===== config.mk =====
export PLATFORM = sky130hd
export DESIGN_NAME = mips_run_controller_flat
export DESIGN_NICKNAME = d
export VERILOG_FILES = /design/src/rtl/mips_run_controller_if.sv /design/src/rtl/mips_run_controller.sv /design/src/flat_wrapper.sv
export SDC_FILE = /design/constraint.sdc
export NUM_CORES = 1
export LEC_CHECK = 0
export CAP_MARGIN = 40
export CORE_ASPECT_RATIO = 0.8
export CORE_MARGIN = 2
export CORE_UTILIZATION = 32
export CTS_CLUSTER_DIAMETER = 100
export DETAILED_ROUTE_END_ITERATION = 10
export PLACE_DENSITY = 0.52
export SETUP_SLACK_MARGIN = 0.4
export SLEW_MARGIN = 0
export SYNTH_ARGS = -nofsm -noshare
export SYNTH_HDL_FRONTEND = slang
export SYNTH_SLANG_ARGS = --single-unit

===== constraint.sdc =====
create_clock -name clock -period 3.9 [get_ports clock]
set_input_delay 1.17 -clock clock [delete_from_list [all_inputs] [get_ports clock]]
set_output_delay 1.17 -clock clock [all_outputs]
set_load 0.01 [all_outputs]

===== src/rtl/mips_run_controller_if.sv =====
`default_nettype none
// ============================================================================
// Module      : mips_run_controller_if
// Description : Bundles the run-control, core-facing and trace read-port
//               signals of mips_run_controller. The slave modport is the
//               controller's view; master is the host/core side.
// Revision    : 1.0 - initial release
// ============================================================================
interface mips_run_controller_if #(
    parameter int DATA_WIDTH = 32,
    parameter int TRACE_AW   = 5,
    parameter int STEP_W     = 8
);
    // Run control
    logic                  start;
    logic                  abort;
    logic [DATA_WIDTH-1:0] startPc;
    logic [STEP_W-1:0]     numSteps;
    logic [DATA_WIDTH-1:0] haltPc;

    // mips_core connection
    logic [DATA_WIDTH-1:0] pcIn;
    logic [DATA_WIDTH-1:0] corePcOut;
    logic [DATA_WIDTH-1:0] coreResult;

    // Status
    logic                  busy;
    logic                  done;
    logic                  haltHit;
    logic                  overflow;
    logic [STEP_W-1:0]     stepsDone;

    // Trace read port
    logic [TRACE_AW-1:0]   rdAddr;
    logic [DATA_WIDTH-1:0] rdData;

    modport slave (
        input  start, abort, startPc, numSteps, haltPc,
        input  corePcOut, coreResult, rdAddr,
        output pcIn, busy, done, haltHit, overflow, stepsDone, rdData
    );

    modport master (
        output start, abort, startPc, numSteps, haltPc,
        output corePcOut, coreResult, rdAddr,
        input  pcIn, busy, done, haltHit, overflow, stepsDone, rdData
    );
endinterface
`default_nettype wire


===== src/rtl/mips_run_controller.sv =====
`default_nettype none
// ============================================================================
// Module      : mips_run_controller
// Description : Steps a mips_core by owning its PC register, feeding pcOut
//               back each cycle and recording every result into a trace
//               buffer. A run ends on step count, halt-PC match or abort;
//               the trace is read back through a registered read port.
// Revision    : 1.0 - initial release
// ============================================================================
module mips_run_controller #(
    parameter int DATA_WIDTH  = 32,
    parameter int TRACE_DEPTH = 32,
    parameter int TRACE_AW    = 5,
    parameter int STEP_W      = 8
) (
    input  logic                  clock,
    input  logic                  resetN,
    mips_run_controller_if.slave  bus
);

    typedef enum logic [1:0] {
        S_IDLE = 2'd0,
        S_RUN  = 2'd1,
        S_DONE = 2'd2
    } state_t;

    localparam logic [TRACE_AW-1:0] c_LAST_PTR  = TRACE_AW'(TRACE_DEPTH - 1);
    localparam logic [STEP_W-1:0]   c_STEP_MAX  = {STEP_W{1'b1}};
    localparam logic [31:0]         c_DEPTH_32  = 32'(TRACE_DEPTH);

    state_t                r_state;
    logic [DATA_WIDTH-1:0] r_pcIn;
    logic [STEP_W-1:0]     r_stepsDone;
    logic [TRACE_AW-1:0]   r_wrPtr;
    logic                  r_haltHit;
    logic                  r_overflow;
    logic                  r_busy;
    logic                  r_done;
    logic [STEP_W-1:0]     r_numSteps;
    logic [DATA_WIDTH-1:0] r_haltPc;
    logic [DATA_WIDTH-1:0] r_rdData;
    logic [DATA_WIDTH-1:0] r_trace [TRACE_DEPTH];

    state_t                w_stateNext;
    logic [DATA_WIDTH-1:0] w_pcNext;
    logic [STEP_W-1:0]     w_stepsNext;
    logic [TRACE_AW-1:0]   w_wrPtrNext;
    logic                  w_haltHitNext;
    logic                  w_overflowNext;
    logic [STEP_W-1:0]     w_numStepsNext;
    logic [DATA_WIDTH-1:0] w_haltPcNext;
    logic                  w_wrEn;
    logic [STEP_W-1:0]     w_stepsInc;
    logic [31:0]           w_stepsWide;

    assign w_stepsInc  = r_stepsDone + STEP_W'(1);
    assign w_stepsWide = 32'(r_stepsDone);

    // Next-state and datapath decode: launch on start, step or abort in RUN.
    always_comb begin
        w_stateNext    = r_state;
        w_pcNext       = r_pcIn;
        w_stepsNext    = r_stepsDone;
        w_wrPtrNext    = r_wrPtr;
        w_haltHitNext  = r_haltHit;
        w_overflowNext = r_overflow;
        w_numStepsNext = r_numSteps;
        w_haltPcNext   = r_haltPc;
        w_wrEn         = 1'b0;

        case (r_state)
            S_IDLE, S_DONE: begin
                // start beats a simultaneous abort; abort alone is ignored here
                if (bus.start) begin
                    w_numStepsNext = bus.numSteps;
                    w_haltPcNext   = bus.haltPc;
                    w_pcNext       = bus.startPc;
                    w_stepsNext    = '0;
                    w_wrPtrNext    = '0;
                    w_haltHitNext  = 1'b0;
                    w_overflowNext = 1'b0;
                    w_stateNext    = (bus.numSteps == '0) ? S_DONE : S_RUN;
                end
            end

            S_RUN: begin
                if (bus.abort) begin
                    // Abort freezes PC, count and trace exactly where they are
                    w_stateNext = S_DONE;
                end else begin
                    w_wrEn      = 1'b1;
                    w_pcNext    = bus.corePcOut;
                    w_stepsNext = (r_stepsDone == c_STEP_MAX) ? r_stepsDone : w_stepsInc;
                    // Pointer parks on the last entry; later steps overwrite it
                    if (r_wrPtr != c_LAST_PTR) begin
                        w_wrPtrNext = r_wrPtr + TRACE_AW'(1);
                    end
                    // This step is number stepsDone+1; beyond the depth it overflows
                    if (w_stepsWide >= c_DEPTH_32) begin
                        w_overflowNext = 1'b1;
                    end
                    // Halt match takes precedence so haltHit is set on a tie
                    if (bus.corePcOut == r_haltPc) begin
                        w_haltHitNext = 1'b1;
                        w_stateNext   = S_DONE;
                    end else if (w_stepsInc == r_numSteps) begin
                        w_stateNext   = S_DONE;
                    end
                end
            end

            default: begin
                w_stateNext = S_IDLE;
            end
        endcase
    end

    // State, control and status registers.
    always_ff @(posedge clock or negedge resetN) begin
        if (!resetN) begin
            r_state     <= S_IDLE;
            r_pcIn      <= '0;
            r_stepsDone <= '0;
            r_wrPtr     <= '0;
            r_haltHit   <= 1'b0;
            r_overflow  <= 1'b0;
            r_busy      <= 1'b0;
            r_done      <= 1'b0;
            r_numSteps  <= '0;
            r_haltPc    <= '0;
        end else begin
            r_state     <= w_stateNext;
            r_pcIn      <= w_pcNext;
            r_stepsDone <= w_stepsNext;
            r_wrPtr     <= w_wrPtrNext;
            r_haltHit   <= w_haltHitNext;
            r_overflow  <= w_overflowNext;
            r_busy      <= (w_stateNext == S_RUN);
            r_done      <= (w_stateNext == S_DONE);
            r_numSteps  <= w_numStepsNext;
            r_haltPc    <= w_haltPcNext;
        end
    end

    // Trace RAM write; contents deliberately survive reset.
    always_ff @(posedge clock) begin
        if (w_wrEn) begin
            r_trace[r_wrPtr] <= bus.coreResult;
        end
    end

    // Registered read port; a same-edge write to rdAddr returns old data.
    always_ff @(posedge clock or negedge resetN) begin
        if (!resetN) begin
            r_rdData <= '0;
        end else begin
            r_rdData <= r_trace[bus.rdAddr];
        end
    end

    assign bus.pcIn      = r_pcIn;
    assign bus.busy      = r_busy;
    assign bus.done      = r_done;
    assign bus.haltHit   = r_haltHit;
    assign bus.overflow  = r_overflow;
    assign bus.stepsDone = r_stepsDone;
    assign bus.rdData    = r_rdData;

endmodule
`default_nettype wire


===== src/flat_wrapper.sv =====
// flat-port wrapper written by rule: the top's interface ports become plain ports
module mips_run_controller_flat 
#(
    parameter int DATA_WIDTH  = 32,
    parameter int TRACE_DEPTH = 32,
    parameter int TRACE_AW    = 5,
    parameter int STEP_W      = 8
)
  (clock, resetN, bus_start, bus_abort, bus_startPc, bus_numSteps, bus_haltPc, bus_corePcOut, bus_coreResult, bus_rdAddr, bus_pcIn, bus_busy, bus_done, bus_haltHit, bus_overflow, bus_stepsDone, bus_rdData);
  mips_run_controller_if #(.DATA_WIDTH(DATA_WIDTH), .TRACE_AW(TRACE_AW), .STEP_W(STEP_W)) bus_i ();
  input  logic clock;
  input  logic resetN;
  input wire logic [$bits(bus_i.start)-1:0] bus_start;
  input wire logic [$bits(bus_i.abort)-1:0] bus_abort;
  input wire logic [$bits(bus_i.startPc)-1:0] bus_startPc;
  input wire logic [$bits(bus_i.numSteps)-1:0] bus_numSteps;
  input wire logic [$bits(bus_i.haltPc)-1:0] bus_haltPc;
  input wire logic [$bits(bus_i.corePcOut)-1:0] bus_corePcOut;
  input wire logic [$bits(bus_i.coreResult)-1:0] bus_coreResult;
  input wire logic [$bits(bus_i.rdAddr)-1:0] bus_rdAddr;
  output wire logic [$bits(bus_i.pcIn)-1:0] bus_pcIn;
  output wire logic [$bits(bus_i.busy)-1:0] bus_busy;
  output wire logic [$bits(bus_i.done)-1:0] bus_done;
  output wire logic [$bits(bus_i.haltHit)-1:0] bus_haltHit;
  output wire logic [$bits(bus_i.overflow)-1:0] bus_overflow;
  output wire logic [$bits(bus_i.stepsDone)-1:0] bus_stepsDone;
  output wire logic [$bits(bus_i.rdData)-1:0] bus_rdData;
  assign bus_i.start = bus_start;
  assign bus_i.abort = bus_abort;
  assign bus_i.startPc = bus_startPc;
  assign bus_i.numSteps = bus_numSteps;
  assign bus_i.haltPc = bus_haltPc;
  assign bus_i.corePcOut = bus_corePcOut;
  assign bus_i.coreResult = bus_coreResult;
  assign bus_i.rdAddr = bus_rdAddr;
  assign bus_pcIn = bus_i.pcIn;
  assign bus_busy = bus_i.busy;
  assign bus_done = bus_i.done;
  assign bus_haltHit = bus_i.haltHit;
  assign bus_overflow = bus_i.overflow;
  assign bus_stepsDone = bus_i.stepsDone;
  assign bus_rdData = bus_i.rdData;
  mips_run_controller #(.DATA_WIDTH(DATA_WIDTH), .TRACE_DEPTH(TRACE_DEPTH), .TRACE_AW(TRACE_AW), .STEP_W(STEP_W)) u_core (.clock(clock), .resetN(resetN), .bus(bus_i));
endmodule

# Word level (Yosys, flattened, before mapping)
# Memory sizes are Yosys's and may differ from the RTL's. A register that Yosys moved wholly into a read port is not among the register bits.
# Index checks and enable logic that the tools add are counted.
dict set report op_classes {
  eq_ne 14
  reduce_logical 11
  n_mux 28
  magnitude_cmp 1
  n_addsub 2
}
# operator count
set ops {}
lappend ops {{$mux 32} 2}
lappend ops {{$pmux 32 s2} 1}
lappend ops {{$eq 32x32->1} 1}
lappend ops {{$mux 8} 3}
lappend ops {{$pmux 8 s2} 1}
lappend ops {{$reduce_and 4->1} 4}
lappend ops {{$mux 5} 3}
lappend ops {{$mux 2} 5}
lappend ops {{$pmux 5 s2} 1}
lappend ops {{$mux 1} 9}
lappend ops {{$add 8x1->8 const B} 1}
lappend ops {{$eq 8x8->1} 1}
lappend ops {{$eq 8x8->1 const B} 1}
lappend ops {{$ge 8x6->1 const B} 1}
lappend ops {{$logic_not 8->1} 1}
lappend ops {{$ne 2x1->1 const B} 3}
lappend ops {{$ne 2x2->1 const B} 3}
lappend ops {{$add 5x1->5 const B} 1}
lappend ops {{$ne 5x5->1 const B} 1}
lappend ops {{$eq 2x1->1 const B} 2}
lappend ops {{$eq 2x2->1 const B} 2}
lappend ops {{$pmux 1 s2} 2}
lappend ops {{$pmux 2 s2} 1}
lappend ops {{$reduce_and 3->1} 1}
lappend ops {{other kinds (5)} 5}
dict set report word_totals {
  n_memories 1
  inputBits 145
  ram_bits 1024
  out_inout_bits 76
  word_cells 67
  register_bits 91
}
# name depth word_bits rd rd_clocked_by_memory_dff wr line
set memory_table {}
lappend memory_table {u_core.r_trace 32 32 1 1 1 mips_run_controller.sv:42} ;# logic [DATA_WIDTH-1:0] r_trace [TRACE_DEPTH];

# Longest topological paths before layout
dict set report logic_depth {
  depth_word 7
  depth_mapped 8
}

# Worst setup path after synthesis
# No wires, ideal clock.
dict set report synth_path {
  kind {input to register}
  start {input bus_abort}
  end {memory u_core.r_trace[29][0], enable pin}
  cell_stages 3
  required_time_ns 3.479
  path_buffers 0
  t_arrival_ns 3.105
  path_slack_ns 0.374
  setup_time_ns 0.421
  cell_sequence {nor2_1 nand2_1 nor2_1}
}
dict set report synth_between {
  elab_chain_cells 4
}
# item line
set synth_rtl {}
lappend synth_rtl {{from (decl)} flat_wrapper.sv:14} ;# input wire logic [$bits(bus_i.abort)-1:0] bus_abort;
lappend synth_rtl {{$mux 1} mips_run_controller.sv:87} ;# if (bus.abort) begin
lappend synth_rtl {{$mux 1} mips_run_controller.sv:71} ;# case (r_state)
lappend synth_rtl {{$mux 1} mips_run_controller.sv:147} ;# if (w_wrEn) begin
lappend synth_rtl {{$mux 1 (not written as such)} mips_run_controller.sv:148} ;# r_trace[r_wrPtr] <= bus.coreResult;
lappend synth_rtl {{to (decl)} mips_run_controller.sv:42}
# Every way passes these cells.

# Worst setup path after layout
dict set report layout_path {
  start {register u_core.r_stepsDone[4] (netlist: u_core.bus.stepsDone[4])}
  end {output bus_stepsDone[4]}
}
# item line
set layout_rtl {}
lappend layout_rtl {{from (decl)} mips_run_controller.sv:33} ;# logic [STEP_W-1:0] r_stepsDone;
lappend layout_rtl {{from (signal assigned)} mips_run_controller.sv:134} ;# r_stepsDone <= w_stepsNext;
lappend layout_rtl {{to (decl)} flat_wrapper.sv:26} ;# output wire logic [$bits(bus_i.stepsDone)-1:0] bus_stepsDone;
# No word-level cell between the ends.

==> flow_summary.ini <==
[outcome]
status = finished, final reports clean

[clock_tree]
cts_made_buffers = 113
root_buffer = clkbuf_16
cts_setup_buffers = 0
cts_max_level = 3
cts.repair.resized = 0
hold_buffers = 0
cts_buffer_depth = 3
cts_tree = yes
cts_sinks = 1147
clk_latency_ns = 0.74
path_clk_slew_ns = 0.07

[die]
die_w_um = 420
start_util_pct = 32.1
dieArea_sq_um = 141000
die_height_um = 337
rows = 122
io-pin-count = 221
coreArea_sq_um = 138000

[sta]
whs_ns = 0.435
fin_crit_sh_pct = 79.4
rsz0062_at_grt = false
slew_viol_final = 0
fmax_mhz = 323
hold_violations = 0
setup_viol = 0
worst_slew_pin_slew_ns = 0.994
fin_tns_setup_ns = 0
finalCriticalPeriod_ns = 3.10
slew_headroom_pct = 33.5
fin_skew_ns = 0.0339

[drt]
vias = 22000
vias_per_cell = 5.01
drtAntennaViolNets = 0
routed_wl_um = 119000
first_pass_iters = 5
routedWlPerCell_um = 27.0
drcViolationCount = 0
dr.first_iter.drc_count = 2164

[placed_design]
placed_cells = 4169
portBuffers = 220
hpwlAfterDp_um = 69400
gp_congestion = 0.809

[logic_synthesis]
ys_types = 46
synth_seq_cells = 1147
syn_area_sq_um = 44200
synth_cells = 2065
syn_avg_cell_area_sq_um = 21.4
syn_nets = 2217
synth_edf_count = 1024
yosysSeqAreaShare_pct = 76.4
ys.flop_type = edfxtp_1
synth-async-reset-ratio_pct = 10.7
ys_warn_count = 0

[global_routing]
grt_start_max_net_pins = 65
grt_pass1_vias = 22600
antenna_found_initial = 4
grt_pass1_wl_um = 168000
grt_usage_pct = 16.7
gr-total-overflow = 0

[worst_setup_path]
start_kind = register
crit_chain = clkdlybuf4s50_1
critPathBufInv = 1
crit_required_ns = 2.73
cp-end-kind = primary output
cp_slowest_cell = clkdlybuf4s50_1
worstSetupPathType = reg2out
worst_path_largest_cell_delay_ns = 0.62
critPathMaxFanout = 10
path_delay_family = buffers and inverters
crit_arrival_ns = 1.93

[job]
maxCapViolations = 0

[finish]
final_layout_size_suffix_gt1_share_pct = 28.1
final_cell_mix = 1024 x edfxtp_1, 320 x mux4_2, 214 x clkdlybuf4s50_1
layout.cells.non_filler = 4388
nNetsFinal = 2583
multi_input_area_sq_um = 10100
antenna_cells = 0
fillCellCount = 12200
final_common_cell = edfxtp_1
seq_area_sq_um = 33800
areaGrowthSynthToFinish_pct = 22.0

[pwr]
p_leak_uw = 0.0175
power_density_nw_per_um2 = 526
vdd_drop_max_mv = 0.385

[min_path]
hold_path_class = in2async
state kept, by name (all words and copies together), names as in the netlist:
name and flops:
u_core.r_trace 1024, u_core.bus.pcIn 32, u_core.bus.rdData 32, u_core.r_haltPc 32, u_core.bus.stepsDone 8, u_core.r_numSteps 8
u_core.r_wrPtr 5, u_core.r_state 2, u_core.bus.busy 1, u_core.bus.done 1, u_core.bus.haltHit 1, u_core.bus.overflow 1
metrics by stage:
step | area [sq um] | total power [uW] | util [%] | setup slack, ns
2_1_floorplan | 44200 | 16000 | - | 0.374
3_3_place_gp | 49700 | 17500 | 36.1 | 0.112
3_5_place_dp | 50100 | 17600 | 36.4 | 0.165
4_1_cts | 53900 | 28700 | 39.1 | 0.736
5_1_grt | 54000 | 29500 | 39.2 | 0.713
6_report | 54000 | 28400 | 39.2 | 0.805
cells in the mapped netlist (2+ instances only):
cell type	n	area (sq um)
nor2b_1	3	18.8
nand4_1	6	37.5
o2bb2ai_1	2	17.5
a21oi_1	8	40.0
nand2b_1	4	25.0
mux2_2	33	372
a31oi_1	35	219
buf_6	7	78.8
xnor2_1	4	35.0
buf_4	20	150
nand3_1	4	20.0
inv_1	8	30.0
nand2_1	203	762
edfxtp_1	1024	30700
nor2_1	85	319
buf_2	7	35.0
o31ai_1	3	22.5
nand3b_1	3	22.5
buf_1	15	56.3
clkbuf_1	59	221
or3b_2	2	17.5
o21ai_0	8	40.0
or3_1	3	18.8
or4_1	3	22.5
mux4_2	320	7210
nor3_1	3	15.0
dfrtp_1	123	3080
ha_1	7	87.6
xor2_1	38	333
nor4_1	8	50.1
mux2i_1	2	20.0
area by class of cell:
cell class / instances / area share, %
clock buffers: 141 / 5.51
clock inverters: 71 / 1.43
inverters: 8 / 0.0556
multi-input cells: 801 / 18.7
flip-flops and latches: 1147 / 62.7
well taps: 1860 / 4.31
repair buffers: 360 / 7.32
logic make-up after synthesis:
group	share of synthesized area [%]
compound gates	0.993
xor+xnor	0.831
fa+ha+maj	0.198
buf+inv	1.30
flops	76.4
mux	17.2
simple gates	3.05
layer usage:
metal | vias to the layer above | part of all wire, % | GRT usage, % | routed length (um)
met5 | - | 0.011 | 0 | 13
met4 | 2 | 2.0 | 4.26 | 2370
met3 | 160 | 6.1 | 3.41 | 7250
met2 | 721 | 46 | 25.5 | 55200
met1 | 11900 | 45 | 24.5 | 53900
li1 | 9186 | - | - | -
path summary, 6_finish.rpt:
| kind | start | endpoint | slack [ns] | cells past startpoint |
|---|---|---|---|---|
| max in group asynchronous | resetN | u_core.r_haltPc[7] | 2.47 | 2 |
| worst max register to register | u_core.bus.stepsDone[0] | u_core.r_state[1] | 1.15 | 7 |
| worst max-delay path | u_core.bus.stepsDone[4] | bus_stepsDone[4] | 0.80 | 1 |
| worst min-delay path | resetN | u_core.bus.pcIn[22] | 0.43 | 1 |
| worst min register to register | u_core.r_haltPc[14] | u_core.r_haltPc[14] | 0.49 | 2 |
| min in group clock | u_core.r_haltPc[14] | u_core.r_haltPc[14] | 0.49 | 2 |
power breakdown:
group | switching, uW | internal [uW] | leakage (uW)
Combinational | 1680 | 1440 | 0.00502
Sequential | 327 | 13900 | 0.0107
Clock | 4840 | 6180 | 0.00183
Note: power is estimated with default switching activity, not from simulation.
